===== config.mk =====
export PLATFORM = sky130hd
export DESIGN_NAME = sobel3x3_window
export DESIGN_NICKNAME = d
export VERILOG_FILES = /design/src/rtl/sobel3x3_window.sv
export SDC_FILE = /design/constraint.sdc
export NUM_CORES = 1
export LEC_CHECK = 0
export BUFFER_PORTS_ARGS = -buffer_cell sky130_fd_sc_hd__buf_2
export CAP_MARGIN = 30
export CORE_ASPECT_RATIO = 0.8
export CORE_MARGIN = 8
export CORE_UTILIZATION = 47
export DETAILED_ROUTE_END_ITERATION = 8
export HOLD_SLACK_MARGIN = 0.06
export MAX_ROUTING_LAYER = met4
export SLEW_MARGIN = 20
export SYNTH_ARGS = -nofsm -noshare
export SYNTH_HDL_FRONTEND = slang
export SYNTH_SLANG_ARGS = --single-unit

===== constraint.sdc =====
create_clock -name s_axis_aclk -period 8.4 [get_ports s_axis_aclk]
set_input_delay 1.26 -clock s_axis_aclk [delete_from_list [all_inputs] [get_ports s_axis_aclk]]
set_output_delay 1.26 -clock s_axis_aclk [all_outputs]
set_load 0.1 [all_outputs]

===== src/rtl/sobel3x3_window.sv =====
// Sobel 3x3 gradient magnitude over three row-aligned pixel streams (y-1, y, y+1).
// Emits one AXI-Stream pixel per centre pixel, with zeroed borders and one synthetic end-of-line pixel.
module sobel3x3_window #(
    parameter int DATA_WIDTH = 8,
    parameter int IMG_HEIGHT = 1440
) (
    input  logic                  s_axis_aclk,
    input  logic                  reset,
    input  logic [DATA_WIDTH-1:0] s_axis_row0_tdata,
    input  logic [DATA_WIDTH-1:0] s_axis_row1_tdata,
    input  logic [DATA_WIDTH-1:0] s_axis_row2_tdata,
    input  logic                  s_axis_tvalid,
    input  logic                  s_axis_tlast,
    input  logic                  s_axis_tuser,
    output logic                  s_axis_tready,
    output logic [DATA_WIDTH-1:0] m_axis_tdata,
    output logic                  m_axis_tvalid,
    output logic                  m_axis_tlast,
    output logic                  m_axis_tuser,
    input  logic                  m_axis_tready
);
    localparam int GW = DATA_WIDTH + 3;
    localparam int RW = $clog2(IMG_HEIGHT) + 1;
    localparam int CW = 16;

    typedef enum logic {RUN, INSERT} state_t;
    state_t state, state_next;

    // Handshake: a transfer happens on any edge where valid & ready are both high; a valid
    // holder keeps its payload stable until that edge, and ready never depends on the same-side valid.
    logic en, accept, take, ins_fire, synced, ins_user;
    logic [CW-1:0] col, col_eff;
    logic [RW-1:0] row, row_eff;
    logic [DATA_WIDTH-1:0] win [3][3];
    logic [DATA_WIDTH-1:0] px_in [3];

    logic s1_valid, s1_border, s1_last, s1_user;
    logic s2_valid, s2_border, s2_last, s2_user;
    logic signed [GW-1:0] gx_c, gy_c, s2_gx, s2_gy;
    logic [GW-1:0] abs_x, abs_y, mag;
    logic [DATA_WIDTH-1:0] sat;

    function automatic logic signed [GW-1:0] ext(input logic [DATA_WIDTH-1:0] v);
        return $signed({3'b000, v});
    endfunction

    function automatic logic row_border(input logic [RW-1:0] r);
        return (r == '0) || (r == RW'(IMG_HEIGHT - 1));
    endfunction

    assign en            = m_axis_tready | ~m_axis_tvalid;
    assign s_axis_tready = en & (state == RUN) & ~reset;
    assign accept        = s_axis_tvalid & s_axis_tready;
    // Beats arriving before the first tuser after reset are swallowed without effect.
    assign take          = accept & (synced | s_axis_tuser);
    assign ins_fire      = en & (state == INSERT);
    assign col_eff       = s_axis_tuser ? '0 : col;
    assign row_eff       = s_axis_tuser ? '0 : row;

    always_comb begin
        state_next = state;
        case (state)
            RUN:     if (take && s_axis_tlast) state_next = INSERT;
            INSERT:  if (en) state_next = RUN;
            default: state_next = RUN;
        endcase
    end

    always_comb begin
        px_in[0] = take ? s_axis_row0_tdata : '0;
        px_in[1] = take ? s_axis_row1_tdata : '0;
        px_in[2] = take ? s_axis_row2_tdata : '0;
    end

    assign gx_c = (ext(win[0][2]) + (ext(win[1][2]) <<< 1) + ext(win[2][2]))
                - (ext(win[0][0]) + (ext(win[1][0]) <<< 1) + ext(win[2][0]));
    assign gy_c = (ext(win[2][0]) + (ext(win[2][1]) <<< 1) + ext(win[2][2]))
                - (ext(win[0][0]) + (ext(win[0][1]) <<< 1) + ext(win[0][2]));

    assign abs_x = s2_gx[GW-1] ? -s2_gx : s2_gx;
    assign abs_y = s2_gy[GW-1] ? -s2_gy : s2_gy;
    assign mag   = abs_x + abs_y;
    assign sat   = (|mag[GW-1:DATA_WIDTH]) ? '1 : mag[DATA_WIDTH-1:0];

    always_ff @(posedge s_axis_aclk) begin
        if (reset) begin
            state    <= RUN;
            synced   <= 1'b0;
            col      <= '0;
            row      <= '0;
            ins_user <= 1'b0;
        end else begin
            state <= state_next;
            if (accept && s_axis_tuser) synced <= 1'b1;
            if (take) begin
                row <= s_axis_tlast ? row_eff + 1'b1 : row_eff;
                col <= s_axis_tlast ? '0 : ((col_eff == '1) ? col_eff : col_eff + 1'b1);
                // The inserted pixel sits at column W-1, the column of this tlast beat.
                if (s_axis_tlast) ins_user <= (row_eff == '0) && (col_eff == '0);
            end
        end
    end

    always_ff @(posedge s_axis_aclk) begin
        if (reset) begin
            for (int r = 0; r < 3; r++)
                for (int k = 0; k < 3; k++)
                    win[r][k] <= '0;
            s1_valid      <= 1'b0;
            s1_border     <= 1'b0;
            s1_last       <= 1'b0;
            s1_user       <= 1'b0;
            s2_valid      <= 1'b0;
            s2_border     <= 1'b0;
            s2_last       <= 1'b0;
            s2_user       <= 1'b0;
            s2_gx         <= '0;
            s2_gy         <= '0;
            m_axis_tvalid <= 1'b0;
            m_axis_tdata  <= '0;
            m_axis_tlast  <= 1'b0;
            m_axis_tuser  <= 1'b0;
        end else if (en) begin
            if (take || ins_fire) begin
                for (int r = 0; r < 3; r++) begin
                    win[r][0] <= win[r][1];
                    win[r][1] <= win[r][2];
                    win[r][2] <= px_in[r];
                end
            end
            // A beat at column c completes the window centred on column c-1.
            s1_valid  <= (take && (col_eff != '0)) || ins_fire;
            s1_border <= ins_fire || (col_eff == CW'(1)) || row_border(row_eff);
            s1_last   <= ins_fire;
            s1_user   <= ins_fire ? ins_user : ((row_eff == '0) && (col_eff == CW'(1)));

            s2_valid  <= s1_valid;
            s2_border <= s1_border;
            s2_last   <= s1_last;
            s2_user   <= s1_user;
            s2_gx     <= gx_c;
            s2_gy     <= gy_c;

            m_axis_tvalid <= s2_valid;
            m_axis_tdata  <= (s2_valid && !s2_border) ? sat : '0;
            m_axis_tlast  <= s2_valid & s2_last;
            m_axis_tuser  <= s2_valid & s2_user;
        end
    end
endmodule


==> summary.txt, run 1 <==
Clocking
  • Clock buffer count from CTS: 17
  • Post-CTS setup repair buffer count: 0
  • Root Driver: clkbuf_16
  • CTS resizes: 0
  • H-tree depth: 4
  • Clk_lat worst skew: 0.42 ns
  • Clk buf depth: 2
  • TritonCTS Sinks: about 140
  • Clk pin slew, worst setup/hold paths: 0.06 ns
  • CTS tree: done
  • Hold_buf cts: 0

Cells and area
  • P&R area growth vs syn: 11.5%
  • Finished Cell Area: between 0.01 and 0.015 mm^2
  • Ant. Diodes: 0
  • Nets: 1163
  • Filler cell count: 1843
  • Share of cells above drive strength 1: 8.93%

Logic synthesis
  • Yosys top cell area share: 23.1%
  • Synth Register Bits: 144
  • Post-synth ARST share: 0%
  • Number of flops mapped to enable cells by yosys: slightly above 70
  • Synth Area per Inst: slightly above 9 um^2
  • Post-synth cell types: a little under 60
  • Synth top area cells: edfxtp_1 23%, dfxtp_1 15%, fa_1 13%
  • Cell taking the most area after synthesis: edfxtp_1
  • Cell Area, Synth: 0.00938 mm^2
  • YS warnings: 0
  • Syn Inst Count: between 1000 and 1500
  • Seq/Total Area, Yosys: 38.4%
  • Synth Net Count: 1137
  • Post-synth top flop: edfxtp_1

Timing
  • Worst slew pin tran: 0.842 ns
  • Total Neg Setup Slack: 0 ns
  • Final setup vio count: 0
  • Slew margin rel.: 43.8%
  • Period utilisation layout: 47.0%
  • RSZ-0062 raised after global routing: no
  • Pins Over Slew Limit: 0
  • Final Hold Viols: 0
  • Fmax: ~0.25 GHz
  • Clock skew: 0.0115 ns
  • Period minus WS final: 3.95 ns

Power
  • Tot Pwr: 3.32 mW
  • VDD IR-drop max: around 220 uV
  • Pwr dens: 317 mW/mm^2
  • P_leak: 4.47 nW

GRT
  • Vias in the first global route: 6734
  • First-pass GRT wire length: 33100 um
  • Gr usage total: 16.7%
  • Largest net degree at the start of global routing: 80
  • Initial antenna violation count: 0
  • Grt total ovfl: 0

Worst setup path
  • CP Cell Sequence: inv_1 > fa_1 > inv_1 > fa_1 > inv_1 > fa_1 > inv_1 > fa_1 > a21o_1 > a21oi_1 > o211ai_1 > a21o_1 > a21o_1 > a211o_1
  • Crit path capture: s2_gx[9]
  • CP Data Required Time: 8.70 ns
  • Reg2Reg Setup Slack: 4.45 ns
  • Crit-path slowest cell: fa_1
  • CP max FO: 2
  • Worst R2R Start: win[0][2]
  • Worst r2r dst: s2_gx[9]
  • Critical Path AT: around 4.3 ns
  • Max incr delay on CP: about 0.54 ns
  • Critical path type: flop to flop
  • Worst Setup Start Kind: flop
  • Worst reg2reg path depth: 14
  • CP endpoint kind: flop
  • CP startpoint: win[0][2]

Detailed routing
  • DRC viols: 0
  • Routed wire length: 19100 um
  • Post-DR wirelength/cell: between 10 and 15 um
  • Routed Antenna Nets: 0
  • Drt first pass iters: 5
  • Vias/cell: 5.18
  • Initial DRC count: about 380
  • Via Count: 6766

Min path
  • HP Class: flop to flop

Floorplan
  • # IOs: 42
  • Die height: 142 um
  • Die ar.: 0.0248 mm^2
  • Core Area: 0.0197 mm^2
  • Row Count: between 40 and 50
  • Initial Util: 47.6%
  • Die X: 174 um

Placement
  • Final GP Congestion: 0.900
  • Port Buffer Count: 41
  • Area after DPL: 0.00983 mm^2
  • Hpwl dp: 13700 um

Outcome
  • Status: finished clean

Flow run
  • Max-cap violations: 0
cell usage after synthesis (all sizes together) (7+ instances only):
library cell,count
nand3b,14
a31oi,7
edfxtp,72
xor2,10
o21ai,38
and2,51
dfxtp,72
clkbuf,38
a21oi,63
fa,63
nand4,7
xnor2,27
nor3,27
and3,32
nor2b,12
ha,41
a221oi,8
a211oi,7
nand3,17
nand2,91
or3,7
nor4,14
nor2,52
nand2b,10
o211ai,10
o31ai,7
a21o,11
inv,158
cell families (layout without fill, tap and decap cells):
family	count (synthesis)	count (layout)	share of synthesized area (%)
buf+inv	199	238	8.03
xor+xnor	37	37	3.46
fa+ha+maj	104	104	18.9
flops	144	144	38.4
compound gates	170	170	11.4
simple gates	349	349	19.8
registers in the layout, indices dropped and copies added (netlist names), 8 cells and up:
| name | flops |
|---|---|
| s2_gy | 11 |
| win | 72 |
| m_axis_tdata | 8 |
| row | 12 |
| s2_gx | 11 |
| col | 16 |
per-layer routing:
metal,GRT usage (%),vias to the layer above,share of wire [%],wire (um)
li1,-,3416,-,-
met1,22.9,3236,51,9820
met2,25.4,100,44,8500
met3,3.00,14,3.3,636
met4,3.91,0,0.90,172
met5,-,-,0,0
critical path: cells and delay by family (launching register included):
family / cells / cell delay [ns]
compound gates: 6 / 1.22
flops: 1 / 0.35
buf+inv: 4 / 0.26
fa+ha+maj: 4 / 2.01
final cells by class:
cell class	count	area [um^2]	share of cell area, %
clock buffer	20	457	4.37
clock inverter	12	144	1.38
inverter	158	593	5.67
multi-input combinational	660	5050	48.3
sequential	144	3600	34.5
tap	264	330	3.16
timing repair buffer	48	278	2.66
power breakdown:
group	switching, mW	total [mW]	internal, mW	leakage, nW
sequential	0.0763	0.889	0.813	1.35
combinational	0.929	1.65	0.718	2.83
clock	0.320	0.781	0.461	0.299
total	1.33	3.32	1.99	4.47
placed cells by master (no fill, tap or decap), types with 41 or more instances in the layout:
cell	instances
edfxtp_1	72
nand2_1	90
buf_2	41
a21oi_1	62
dfxtp_1	72
inv_1	158
and2_1	50
fa_1	63
nor2_1	52
ha_1	41
metrics by stage:
| stage | std cells | util, % | hold slack [ns] | setup slack, ns |
|---|---|---|---|---|
| global placement | 1273 | 49.9 | 0.435 | 4.19 |
| global route | 1306 | 53.1 | 0.466 | 4.18 |
| detailed placement | 1273 | 49.9 | 0.443 | 4.16 |
| floorplan | 1003 | - | 0.427 | 3.24 |
| finish | 1306 | 53.1 | 0.447 | 4.45 |
| CTS | 1305 | 53.0 | 0.450 | 4.41 |
worst min path at each step:
stage,start,end,slack (ns),depth (start not counted)
floorplan,s2_border,s2_border,0.43,2
global route,s1_valid,s2_valid,0.47,2
detailed placement,s2_border,s2_border,0.44,2
global placement,s2_border,s2_border,0.44,2
CTS,s2_border,s2_border,0.45,2
finish,s2_border,s2_border,0.45,2
Note: power is estimated with default switching activity, not from simulation.
==> run 2, diff against run 1 <==
==> constraint.sdc (replaced) <==
create_clock -name s_axis_aclk -period 3.75 [get_ports s_axis_aclk]
set_input_delay 0.5625 -clock s_axis_aclk [delete_from_list [all_inputs] [get_ports s_axis_aclk]]
set_output_delay 0.5625 -clock s_axis_aclk [all_outputs]
set_load 0.1 [all_outputs]
==> summary.txt, run 2 (synthesis gave the netlist of run 1 again) <==
Cells and area
  • Commonest non-fill, non-tap cells in the layout: 148 x inv_1, 90 x nand2_1, 72 x dfxtp_1, 72 x edfxtp_1, 60 x fa_1
  • Finished Cell Area: 0.0106 mm^2 (+1.8%)
  • Post-layout util: 54.1% (+0.96 points)
  • Nets: 1184 (+1.8%)
  • P&R area growth vs syn: 13.5%
  • Flip-flop count of the largest register after layout: 72 (unchanged)
  • Top flop regs: win (72), col (16), row (12)
  • Commonest non-fill, non-tap cell in the layout: inv_1
  • Layout Cells excl Fill: 1327 (+1.6%)
  • Share of cells above drive strength 1: 13.1% (+4.2 points)
  • Filler cell count: 1817 (-1.4%)
  • Ant. Diodes: 0 (unchanged)
  • Biggest register: win

Detailed routing
  • Drt first pass iters: 5 (unchanged)
  • Routed wire length: 19800 um (+3.5%)
  • Initial DRC count: 458 (+20%)
  • Routed Antenna Nets: 0 (unchanged)
  • DRC viols: 0 (unchanged)
  • Vias/cell: 5.16 (-0.46%)
  • Post-DR wirelength/cell: 14.9 um (+1.8%)
  • Via Count: 6843 (+1.1%)

Floorplan
  • Row Count: 46 (unchanged)
  • Die ar.: 0.0248 mm^2 (unchanged)
  • Die X: 174 um (unchanged)
  • Die height: 142 um (unchanged)
  • Initial Util: 47.6% (unchanged)
  • Core Area: 0.0197 mm^2 (unchanged)
  • # IOs: 42 (unchanged)

Worst setup path
  • Worst Setup Start Kind: flop
  • Critical Path AT: 3.92 ns (-0.33 ns)
  • CP max FO: 3 (+1)
  • Reg2Reg Setup Slack: 0.10 ns (-4.34 ns)
  • Critical path type: flop to flop
  • CP Data Required Time: 4.02 ns (-4.68 ns)
  • Worst reg2reg path depth: 16 (+2)
  • CP endpoint kind: flop

Power
  • Tot Pwr: 7.55 mW (+130%)
  • P_leak: 4.53 nW (+1.3%)
  • Pwr dens: 709 mW/mm^2 (+120%)
  • VDD IR-drop max: 352 uV (+61%)

GRT
  • GRT busiest layer: met2
  • Grt total ovfl: 0 (unchanged)
  • Met1 GRT Util: 23.6% (+0.66 points)
  • Grt met2 use: 26.1% (+0.74 points)
  • Initial antenna violation count: 0 (unchanged)
  • Gr usage total: 17.2% (+0.54 points)
  • M3 GR Usage: 3.29% (+0.29 points)
  • Vias in the first global route: 6749 (+0.22%)
  • First-pass GRT wire length: 33700 um (+1.7%)
  • Largest net degree at the start of global routing: 79 (-1.3%)

Flow run
  • Max-cap violations: 0 (unchanged)

Timing
  • Total Neg Setup Slack: 0 ns (unchanged)
  • Hold WS: 0.431 ns (-0.0162 ns)
  • Final setup vio count: 0 (unchanged)
  • Pins Over Slew Limit: 0 (unchanged)
  • Slew margin rel.: 46.1% (+2.3 points)
  • Fmax: 0.274 GHz (+8.4%)
  • Clock skew: 0.0105 ns (-0.000997 ns)
  • Worst slew pin tran: 0.808 ns (-0.0340 ns)
  • Final Hold Viols: 0 (unchanged)
  • Period minus WS final: 3.65 ns (-0.305 ns)
  • Period utilisation layout: 97.2% (+50 points)
  • Worst Slack Setup Final: 0.103 ns (-4.34 ns)
  • RSZ-0062 raised after global routing: yes

Clocking
  • Clock buffer count from CTS: 17 (unchanged)
  • Clk pin slew, worst setup/hold paths: 0.07 ns (about the same)
  • CTS tree: done
  • Clk buf depth: 2 (unchanged)
  • H-tree depth: 4 (unchanged)
  • Clk_lat worst skew: 0.43 ns (about the same)
  • Root Driver: clkbuf_16
  • TritonCTS Sinks: 144 (unchanged)
  • Hold_buf cts: 0 (unchanged)

Outcome
  • Status: finished clean

Placement
  • Hpwl dp: 14000 um (+2.6%)
  • Port Buffer Count: 41 (unchanged)
  • Placed cells: 1291 (+1.4%)
  • Area after DPL: 0.00999 mm^2 (+1.7%)
  • Pre-CTS WS: -0.0611 ns (-4.22 ns)
  • Final GP Congestion: 0.878 (-2.4%)

Min path
  • Hold path cells: 2 (unchanged)
  • HP Class: primary input to flop
==> run 2: power by group <==
group          internal (mW)  switching, mW
Sequential              1.82          0.161
Combinational           1.82           2.17
Clock                  0.850          0.731
==> run 2: cell type report <==
| cell class | instances | area, um^2 | share of cell area (%) |
|---|---|---|---|
| multi-input cells | 660 | 5140 | 48.3 |
| flip-flops and latches | 144 | 3600 | 33.9 |
| inverters | 158 | 593 | 5.57 |
| repair buffers | 69 | 444 | 4.17 |
| clock buffers | 17 | 425 | 4.00 |
| well taps | 264 | 330 | 3.10 |
| clock inverters | 15 | 111 | 1.05 |
==> run 2: critical path, cell delays in order, from the launching register on <==
cell      delay, ns
edfxtp_1       0.37
inv_2          0.05
buf_4          0.13
fa_1           0.51
inv_2          0.05
fa_1           0.55
inv_2          0.04
fa_1           0.51
inv_2          0.05
ha_4           0.26
buf_6          0.10
nand3_2        0.05
o211ai_1       0.29
o41ai_2        0.13
buf_4          0.14
o211ai_1       0.19
a21oi_1        0.09
==> run 2: final timing paths <==
check | start | endpoint
worst max-delay path | win[0][51] | s2_gx[10]
worst min-delay path | s_axis_row1_tdata[4] | win[0][28]
worst max register to register | win[0][51] | s2_gx[10]
worst min register to register | s2_user | s2_user
==> run 2: timing repair <==
item	4_1_cts	5_1_grt
pin swaps	0	22
endpoints found under the setup margin	1	10
setup buffers	0	4
resized for setup	2	26
==> run 2: metal layers <==
| layer | share of wire, % | routed length [um] |
|---|---|---|
| met5 | 0 | 0 |
| met1 | 51 | 10000 |
| met4 | 0.75 | 148 |
| met3 | 3.0 | 584 |
| met2 | 46 | 9020 |
==> run 3, diff against run 2 <==
--- a/config.mk
+++ b/config.mk
@@ -13,6 +13,7 @@
 export DETAILED_ROUTE_END_ITERATION = 8
 export HOLD_SLACK_MARGIN = 0.06
 export MAX_ROUTING_LAYER = met4
+export PLACE_DENSITY = 0.68
 export SLEW_MARGIN = 20
 export SYNTH_ARGS = -nofsm -noshare
 export SYNTH_HDL_FRONTEND = slang
==> summary.txt, run 3 (synthesis gave the netlist of run 1 again) <==
GRT
  • Vias in the first global route: 6898 (+2.2%)
  • Grt met2 use: 26.7% (+0.62 points)
  • Gr usage total: 17.1% (-0.14 points)
  • Largest net degree at the start of global routing: 78 (-1.3%)
  • Initial antenna violation count: 1 (+1)
  • Grt total ovfl: 0 (unchanged)
  • First-pass GRT wire length: 33600 um (-0.31%)
  • M3 GR Usage: 2.78% (-0.50 points)
  • GRT busiest layer: met2
  • Met1 GRT Util: 22.7% (-0.90 points)

Detailed routing
  • Vias/cell: 5.27 (+2.1%)
  • Routed wire length: 19800 um (about the same)
  • Initial DRC count: 550 (+20%)
  • Drt first pass iters: 5 (unchanged)
  • DRC viols: 0 (unchanged)
  • Post-DR wirelength/cell: 14.9 um (+0.14%)
  • Routed Antenna Nets: 0 (unchanged)
  • Via Count: 6977 (+2.0%)

Timing
  • Slew margin rel.: 45.5% (-0.63 points)
  • Worst Slack Setup Final: 0.109 ns (+0.00523 ns)
  • Period minus WS final: 3.64 ns (-0.00523 ns)
  • Final Hold Viols: 0 (unchanged)
  • Fmax: 0.275 GHz (+0.14%)
  • RSZ-0062 raised after global routing: yes
  • Clock skew: 0.0102 ns (-0.000292 ns)
  • Pins Over Slew Limit: 0 (unchanged)
  • Worst slew pin tran: 0.818 ns (+0.00946 ns)
  • Final setup vio count: 0 (unchanged)
  • Period utilisation layout: 97.1% (-0.14 points)

Clocking
  • Clock buffer count from CTS: 17 (unchanged)
  • Hold_buf cts: 0 (unchanged)
  • Clk buf depth: 2 (unchanged)
  • Root Driver: clkbuf_16
  • Clk pin slew, worst setup/hold paths: 0.07 ns (about the same)
  • H-tree depth: 4 (unchanged)
  • TritonCTS Sinks: 144 (unchanged)
  • Clk_lat worst skew: 0.43 ns (about the same)
  • CTS tree: done

Placement
  • Port Buffer Count: 41 (unchanged)
  • Final GP Congestion: 0.861 (-2.0%)
  • Area after DPL: 0.00997 mm^2 (-0.25%)
  • Hpwl dp: 13800 um (-2.1%)
  • Pre-CTS WS: -0.136 ns (-0.0748 ns)

Worst setup path
  • Worst Setup Start Kind: flop
  • CP Cell Sequence: inv_2 > fa_1 > inv_2 > fa_1 > inv_2 > fa_1 > inv_2 > ha_4 > buf_6 > nand3_1 > o211ai_1 > buf_4 > o41ai_4 > xnor2_2 > nand2_1 > a21oi_2
  • Critical path type: flop to flop
  • CP max FO: 3 (unchanged)
  • Crit-path slowest cell: fa_1
  • CP Data Required Time: 4.10 ns (+0.08 ns)
  • Critical Path AT: 3.99 ns (+0.07 ns)
  • CP endpoint kind: flop
  • Most frequent CP cell: inv_2
  • Max incr delay on CP: 0.56 ns (about the same)

Cells and area
  • Nets: 1182 (-0.17%)
  • Top flop regs: win (72), col (16), row (12)
  • Finished Cell Area: 0.0107 mm^2 (+0.83%)
  • Biggest register: win
  • Share of cells above drive strength 1: 13.3% (+0.21 points)
  • Flip-flop count of the largest register after layout: 72 (unchanged)
  • Ant. Diodes: 0 (unchanged)
  • P&R area growth vs syn: 14.4%
  • Commonest non-fill, non-tap cell in the layout: inv_1
  • Commonest non-fill, non-tap cells in the layout: 146 x inv_1, 90 x nand2_1, 72 x dfxtp_1, 72 x edfxtp_1, 62 x fa_1

Floorplan
  • Core Area: 0.0197 mm^2 (unchanged)
  • Initial Util: 47.6% (unchanged)
  • Die ar.: 0.0248 mm^2 (unchanged)
  • Die height: 142 um (unchanged)
  • # IOs: 42 (unchanged)
  • Row Count: 46 (unchanged)
  • Die X: 174 um (unchanged)

Power
  • P_leak: 4.56 nW (+0.79%)
  • VDD IR-drop max: 378 uV (+7.5%)
  • Pwr dens: 741 mW/mm^2 (+4.5%)

Min path
  • HP Class: primary input to flop

Outcome
  • Status: finished clean

Flow run
  • Max-cap violations: 0 (unchanged)
-- run 3: worst max-delay path: cells and delay by family (launching register included) --
| family | cells | cell delay (ns) |
|---|---|---|
| fa+ha+maj | 4 | 1.82 |
| compound gates | 3 | 0.59 |
| buf+inv | 6 | 0.48 |
| flops | 1 | 0.37 |
| simple gates | 2 | 0.16 |
| xor+xnor | 1 | 0.15 |
-- run 3: what timing repair did --
action | CTS | global route
buffers inserted | 0 | 5
gates resized for setup | 3 | 31
pin swaps | 1 | 24
setup endpoints to repair | 2 | 9
-- run 3: worst paths after layout --
kind | from | end | slack (ns) | cells after the start
worst max register to register | win[0][26] | s2_gx[8] | 0.11 | 16
worst min-delay path | s_axis_row1_tdata[7] | win[0][31] | 0.43 | 2
worst max-delay path | win[0][26] | s2_gx[8] | 0.11 | 16
worst min register to register | m_axis_tuser | m_axis_tuser | 0.45 | 2
-- run 3: area by class of cell --
type | count | area, um^2
clock buffers | 19 | 443
clock inverters | 13 | 174
fillers | 1775 | 8950
inverters | 158 | 593
multi-input cells | 660 | 5170
flip-flops and latches | 144 | 3600
well taps | 264 | 330
repair buffers | 67 | 417
-- run 3: layer usage --
metal	vias up	wire length, um
li1	3448	-
met5	-	0
met4	0	195
met3	16	730
met2	138	9340
met1	3375	9520
-- run 3: per-stage QoR --
step | hold slack (ns) | utilization, % | TNS [ns] | total power [mW] | std cells
2_1_floorplan | 0.427 | - | 0 | 4.94 | 1003
3_3_place_gp | 0.435 | 50.6 | -0.0244 | 5.74 | 1290
3_5_place_dp | 0.442 | 50.6 | -0.136 | 5.83 | 1290
4_1_cts | 0.415 | 53.8 | 0 | 7.69 | 1322
5_1_grt | 0.417 | 54.5 | -0.109 | 8.56 | 1325
6_report | 0.431 | 54.5 | 0 | 7.96 | 1325
-- run 3: report_power, final --
part | total [mW] | internal, mW | switching [mW]
combinational | 4.18 | 1.89 | 2.29
sequential | 1.98 | 1.82 | 0.162
clock | 1.79 | 1.08 | 0.715
total | 7.96 | 4.79 | 3.16
